--- config.mk ---
export PLATFORM = sky130hd
export DESIGN_NAME = mouse_packet_decoder
export DESIGN_NICKNAME = d
export VERILOG_FILES = /design/src/rtl/mouse_pkg.sv /design/src/rtl/mouse_axis_accum.sv /design/src/rtl/mouse_packet_decoder.sv
export SDC_FILE = /design/constraint.sdc
export NUM_CORES = 1
export LEC_CHECK = 0
export ABC_CLOCK_PERIOD_IN_PS = 3400
export CELL_PAD_IN_SITES_DETAIL_PLACEMENT = 0
export CELL_PAD_IN_SITES_GLOBAL_PLACEMENT = 1
export CORE_MARGIN = 1.5
export CORE_UTILIZATION = 44
export DETAILED_ROUTE_END_ITERATION = 8
export HOLD_SLACK_MARGIN = 0.05
export PLACE_DENSITY = 0.84
export SYNTH_ARGS = -nofsm -noshare
export SYNTH_HDL_FRONTEND = slang
export SYNTH_SLANG_ARGS = --single-unit
--- constraint.sdc ---
create_clock -name clk -period 3.4 [get_ports clk]
set_clock_uncertainty 0.05 [all_clocks]
set_input_delay 0.34 -clock clk [delete_from_list [all_inputs] [get_ports clk]]
set_output_delay 0.34 -clock clk [all_outputs]
set_load 0.01 [all_outputs]
--- src/rtl/mouse_pkg.sv ---
// Shared types and constants for the PS/2 mouse packet decoder.
package mouse_pkg;

  // Display geometry the cursor is confined to.
  localparam int unsigned H_VISIBLE = 1024;
  localparam int unsigned V_VISIBLE = 768;

  localparam int unsigned X_MAX_DEF  = H_VISIBLE - 1;
  localparam int unsigned Y_MAX_DEF  = V_VISIBLE - 1;
  localparam int unsigned X_INIT_DEF = H_VISIBLE / 2;
  localparam int unsigned Y_INIT_DEF = V_VISIBLE / 2;

  localparam int unsigned DELTA_W = 9;
  localparam int unsigned ACC_W   = 13;
  localparam int unsigned POS_W   = 12;

  // Byte0 bit positions.
  localparam int unsigned B0_LEFT   = 0;
  localparam int unsigned B0_RIGHT  = 1;
  localparam int unsigned B0_MIDDLE = 2;
  localparam int unsigned B0_SYNC   = 3;
  localparam int unsigned B0_XSIGN  = 4;
  localparam int unsigned B0_YSIGN  = 5;
  localparam int unsigned B0_XOVF   = 6;
  localparam int unsigned B0_YOVF   = 7;

  typedef enum logic [1:0] {
    WAIT_B0 = 2'd0,
    WAIT_B1 = 2'd1,
    WAIT_B2 = 2'd2
  } state_t;

  // Header fields kept from byte0 while the rest of the packet arrives.
  typedef struct packed {
    logic       y_ovf;
    logic       x_ovf;
    logic       y_sign;
    logic       x_sign;
    logic [2:0] btn;     // {middle, right, left}
  } hdr_t;

  function automatic hdr_t hdr_decode(input logic [7:0] b);
    hdr_t h;
    h.y_ovf  = b[B0_YOVF];
    h.x_ovf  = b[B0_XOVF];
    h.y_sign = b[B0_YSIGN];
    h.x_sign = b[B0_XSIGN];
    h.btn    = {b[B0_MIDDLE], b[B0_RIGHT], b[B0_LEFT]};
    return h;
  endfunction

endpackage

--- src/rtl/mouse_axis_accum.sv ---
// One cursor axis: saturate the delta, accumulate and clamp to 0..MAX.
module mouse_axis_accum
  import mouse_pkg::*;
#(
  parameter int unsigned MAX  = 1023,
  parameter int unsigned INIT = 512,
  parameter bit          SUB  = 1'b0
) (
  input  logic                clk,
  input  logic                rst_n,
  input  logic [DELTA_W-1:0]  delta,
  input  logic                ovf,
  input  logic                commit,
  output logic [POS_W-1:0]    pos
);

  logic [POS_W-1:0]   pos_q, pos_d;
  logic [DELTA_W-1:0] sat_c;
  logic [ACC_W-1:0]   ext_c, sum_c;

  // Saturate on overflow, add/subtract in 13-bit signed space, clamp.
  always_comb begin
    sat_c = delta;
    if (ovf) begin
      sat_c = delta[DELTA_W-1] ? DELTA_W'(9'h100) : DELTA_W'(9'h0FF);
    end
    ext_c = {{(ACC_W-DELTA_W){sat_c[DELTA_W-1]}}, sat_c};
    if (SUB) begin
      sum_c = ACC_W'({1'b0, pos_q}) - ext_c;
    end else begin
      sum_c = ACC_W'({1'b0, pos_q}) + ext_c;
    end
    pos_d = pos_q;
    if (commit) begin
      if (sum_c[ACC_W-1]) begin
        pos_d = '0;
      end else if (sum_c[POS_W-1:0] > POS_W'(MAX)) begin
        pos_d = POS_W'(MAX);
      end else begin
        pos_d = sum_c[POS_W-1:0];
      end
    end
  end

  // Position register.
  always_ff @(posedge clk or negedge rst_n) begin
    if (!rst_n) pos_q <= POS_W'(INIT);
    else        pos_q <= pos_d;
  end

  assign pos = pos_q;

endmodule

--- src/rtl/mouse_packet_decoder.sv ---
// Assembles 3-byte PS/2 mouse packets into clamped cursor position and buttons.
module mouse_packet_decoder
  import mouse_pkg::*;
#(
  parameter int unsigned X_MAX          = X_MAX_DEF,
  parameter int unsigned Y_MAX          = Y_MAX_DEF,
  parameter int unsigned X_INIT         = X_INIT_DEF,
  parameter int unsigned Y_INIT         = Y_INIT_DEF,
  parameter int unsigned TIMEOUT_CYCLES = 100000
) (
  input  logic        clk,
  input  logic        rst_n,
  input  logic [7:0]  rx_data,
  input  logic        rx_valid,
  output logic [11:0] xpos,
  output logic [11:0] ypos,
  output logic        left_mouse,
  output logic        right_mouse,
  output logic        middle_mouse,
  output logic        pkt_valid,
  output logic        sync_err
);

  localparam int unsigned CNT_W = (TIMEOUT_CYCLES > 2) ? $clog2(TIMEOUT_CYCLES) : 1;

  state_t           state_q, state_d;
  logic [CNT_W-1:0] cnt_q, cnt_d;
  hdr_t             hdr_q, hdr_d;
  logic [7:0]       dx_q, dx_d;
  logic [2:0]       btn_q, btn_d;
  logic             pkt_valid_q, pkt_valid_d;
  logic             sync_err_q, sync_err_d;
  logic             commit_c;
  logic             tmo_c;

  // Next-state, timeout and packet capture.
  always_comb begin
    state_d     = state_q;
    cnt_d       = cnt_q;
    hdr_d       = hdr_q;
    dx_d        = dx_q;
    btn_d       = btn_q;
    pkt_valid_d = 1'b0;
    sync_err_d  = 1'b0;
    commit_c    = 1'b0;
    tmo_c       = (cnt_q == CNT_W'(TIMEOUT_CYCLES - 1));
    case (state_q)
      WAIT_B0: begin
        cnt_d = '0;
        if (rx_valid) begin
          if (rx_data[B0_SYNC]) begin
            hdr_d   = hdr_decode(rx_data);
            state_d = WAIT_B1;
          end else begin
            sync_err_d = 1'b1;
          end
        end
      end
      WAIT_B1, WAIT_B2: begin
        if (rx_valid) begin
          cnt_d = '0;
          if (state_q == WAIT_B1) begin
            dx_d    = rx_data;
            state_d = WAIT_B2;
          end else begin
            commit_c    = 1'b1;
            pkt_valid_d = 1'b1;
            btn_d       = hdr_q.btn;
            state_d     = WAIT_B0;
          end
        end else if (tmo_c) begin
          cnt_d      = '0;
          sync_err_d = 1'b1;
          state_d    = WAIT_B0;
        end else begin
          cnt_d = cnt_q + CNT_W'(1);
        end
      end
      default: begin
        state_d = WAIT_B0;
        cnt_d   = '0;
      end
    endcase
  end

  // Control and packet registers.
  always_ff @(posedge clk or negedge rst_n) begin
    if (!rst_n) begin
      state_q     <= WAIT_B0;
      cnt_q       <= '0;
      hdr_q       <= '0;
      dx_q        <= '0;
      btn_q       <= '0;
      pkt_valid_q <= 1'b0;
      sync_err_q  <= 1'b0;
    end else begin
      state_q     <= state_d;
      cnt_q       <= cnt_d;
      hdr_q       <= hdr_d;
      dx_q        <= dx_d;
      btn_q       <= btn_d;
      pkt_valid_q <= pkt_valid_d;
      sync_err_q  <= sync_err_d;
    end
  end

  mouse_axis_accum #(.MAX(X_MAX), .INIT(X_INIT), .SUB(1'b0)) u_x_accum (
    .clk    (clk),
    .rst_n  (rst_n),
    .delta  ({hdr_q.x_sign, dx_q}),
    .ovf    (hdr_q.x_ovf),
    .commit (commit_c),
    .pos    (xpos)
  );

  // Positive PS/2 dy means up, and y grows downward on screen.
  mouse_axis_accum #(.MAX(Y_MAX), .INIT(Y_INIT), .SUB(1'b1)) u_y_accum (
    .clk    (clk),
    .rst_n  (rst_n),
    .delta  ({hdr_q.y_sign, rx_data}),
    .ovf    (hdr_q.y_ovf),
    .commit (commit_c),
    .pos    (ypos)
  );

  assign left_mouse   = btn_q[0];
  assign right_mouse  = btn_q[1];
  assign middle_mouse = btn_q[2];
  assign pkt_valid    = pkt_valid_q;
  assign sync_err     = sync_err_q;

endmodule

==> results.yml <==
run_status:
  status: "finished, final reports clean"
synthesis:
  syn_area_per_cell_um2: 9.11
  synth-compound-area-share_pct: 20.2
  syn_inst: 432
  ys.flop_type: "dfrtp_1"
  synth-seq-area-share_pct: 40.2
  synthArstFlopShare_pct: 100
  syn_area_mm2: 0.00393
  synthMuxAreaShare_pct: 3.50
  synth_seq_cells: 63
  synthXorXnorAreaFrac_pct: 6.46
  synthAdderAreaFrac_pct: 9.92
  synth-edff-count: 0
  yosys_warnings: 0
  synth_top_family_by_area: "compound AO/OA/AOI/OAI gates"
  synth-simple-area-share_pct: 15.9
  ys_types: 58
  syn-num-nets: 473
timing:
  setup_viol: 0
  rsz0062_at_grt: "no"
  max_slew_margin_pct: 54.6
  fmax_ghz: 0.326
  timing.final.max_slew_violations: 0
  hold_viol: 0
  fin_crit_ns: 3.07
  worst-slew-pin-transition_ns: 0.681
  min_period_over_period_pct: 90.2
  fin_tns_setup_ns: 0
clock_network:
  cts_tree: "yes"
  clk_pin_slew_ns: 0.08
  cts_htree_levels: 3
  cts_made_buffers: 9
  postCtsSetupBuffers: 0
  insertion_delay_ns: 0.34
  cts_buffer_depth: 2
  cts_sinks: 63
  cts_root_buf: "clkbuf_8"
pwr:
  p_switching_mw: 2.13
  swShare_pct: 45.3
  pwr-share-comb_pct: 61.5
  internal_power_mw: 2.56
  p_seq_share_pct: 25.1
  leakagePower_nw: 2.08
  clockPowerShare_pct: 13.3
  peakVddDrop_mv: 0.537
  power_density_mw_per_mm2: 1000
job:
  max_cap_violations: 0
drt:
  drtIter0Drc: 172
  vias_per_cell: 5.47
  dr.pass1.iters: 4
  vias: 3243
  drc: 0
  drtAntennaViolNets: 0
  wl_um: 8920
  post_drt_wl_per_cell_um: 15.0
grt:
  grt_antenna_before_repair: 0
  grt_pass1_wl_um: 15200
  grt_pass1_vias: 3108
  grt_overflow_total: 0
  grt_max_degree: 43
  track_usage_pct: 19.6
die:
  io_pins: 40
  die_height_um: 97.6
  coreArea_mm2: 0.00868
  dieArea_mm2: 0.00952
  initial_core_util_pct: 45.3
  die_w_um: 97.6
  rows: 34
worst_setup_path:
  timing.rr.end: "u_y_accum.pos[1]$_DFFE_PN0P_"
  arrival_ns: 3.26
  end_kind: "flop"
  path_buf_inv: 1
  crit_fanout: 8
  path_delay_family: "compound AO/OA/AOI/OAI gates"
  start_kind: "flop"
  r2r_cells: 12
  cpPeakStageDelay_ns: 0.41
  setup.worst_path.class: "flop to flop"
  worst_ep_required_time_ns: 3.59
  crit_path_top_delay_cell: "fa_1"
  path_depth: 12
  r2r_slack_ns: 0.33
  reg2reg_from: "hdr_q[4]$_DFFE_PN0P_"
  crit_path_cell_trace: "inv_1 -> nand2_1 -> o21ai_0 -> ha_1 -> fa_1 -> nand2b_1 -> a211oi_2 -> nor2_1 -> or2_0 -> a211oi_1 -> a21oi_4 -> a41oi_1"
layout:
  stdcell_area_mm2: 0.00467
  diodes: 0
  layout-drive-gt1-share_pct: 10.1
  nNetsFinal: 522
  most-common-layout-cells: "dfrtp_1 (60), a21oi_1 (48), nand2_1 (44)"
  layout_commonest_cell: "dfrtp_1"
  area_growth_pct: 18.8
min_path:
  hold_class: "input port to async pin"
placement:
  dp_hpwl_um: 6670
  gp_congestion: 0.929
  place_area_mm2: 0.00448
  io_buffers: 39
## flip-flops by register name, indices dropped and copies added, names as in the netlist
name,count
hdr_q,7
u_y_accum.pos,12
btn_q,3
sync_err,1
u_x_accum.pos,12
dx_q,8
pkt_valid,1
state_q,2
cnt_q,17
## cell type report
cell class,count,area (µm²)
Fill cell,825,4010
Multi-Input combinational cell,329,2210
Sequential cell,63,1580
Timing Repair Buffer,48,455
Tap cell,108,135
Clock buffer,11,131
Inverter,30,113
Clock inverter,4,47.5
## cell usage after synthesis (3+ instances only)
library cell,count,area (µm²)
and3_1,3,18.8
nand4_1,6,37.5
xor2_1,16,140
o21ai_0,26,130
clkbuf_1,9,33.8
a211oi_1,6,45.0
inv_1,30,113
o21a_1,3,22.5
xnor2_1,13,114
ha_1,28,350
o31ai_1,5,37.5
dfstp_2,3,78.8
nor2_1,32,120
a31oi_1,4,25.0
o21ai_1,4,20.0
nand3_1,9,45.0
a21oi_1,48,240
and2_1,5,31.3
nor3_1,9,45.0
nand2b_1,6,37.5
mux2_2,11,124
dfrtp_1,60,1500
nand2_1,44,165
or3_1,4,25.0
a32oi_1,5,43.8
a21o_1,4,30.0
## worst max-delay path by stage
stage | slack [ns] | from | end
floorplan | 0.67 | hdr_q[5]$_DFFE_PN0P_ | u_x_accum.pos[8]$_DFFE_PN0P_
global placement | 0.21 | rx_data[0] | u_y_accum.pos[0]$_DFFE_PN0P_
detailed placement | 0.13 | rx_data[0] | u_y_accum.pos[1]$_DFFE_PN0P_
CTS | 0.33 | hdr_q[6]$_DFFE_PN0P_ | u_y_accum.pos[1]$_DFFE_PN0P_
global route | 0.05 | hdr_q[6]$_DFFE_PN0P_ | u_y_accum.pos[0]$_DFFE_PN0P_
finish | 0.33 | hdr_q[4]$_DFFE_PN0P_ | u_y_accum.pos[1]$_DFFE_PN0P_
## power groups by stage
stage | clock network [mW] | logic (mW) | registers [mW]
2_1_floorplan | 0 | 2.05 | 1.19
3_3_place_gp | 0 | 2.79 | 1.18
3_5_place_dp | 0 | 2.84 | 1.19
4_1_cts | 0.642 | 2.86 | 1.18
5_1_grt | 0.672 | 3.25 | 1.21
6_report | 0.625 | 2.89 | 1.18
## layer usage
metal,GRT usage (%),vias up,wire length [µm]
li1,-,1627,-
met4,4.51,0,98
met5,0,-,0
met3,4.17,10,317
met1,27.6,1539,4340
met2,31.0,67,4170
## per-stage QoR
step	setup WS (ns)	hold slack, ns	utilization [%]	instances	power, mW
finish	0.333	0.417	53.8	593	4.69
floorplan	0.666	-0.00559	-	432	3.24
global route	0.0483	0.463	53.8	593	5.13
detailed placement	0.132	0.259	51.6	577	4.03
CTS	0.331	0.427	53.7	593	4.68
global placement	0.210	0.264	51.6	577	3.97
## logic make-up after synthesis
logic type | Yosys count
and+or+nand+nor | 132
AOI/OAI and AO/OA | 126
DFF | 63
buffers and inverters | 40
adders and majority gates | 30
xor gates and xnor gates | 29
muxes | 12
## what timing repair did
action	4_1_cts	5_1_grt
hold buffers	1	0
endpoints found under the setup margin	0	9
endpoints found under the hold margin	15	0
resized for setup	0	2
Power figures use the tool's default switching activity.
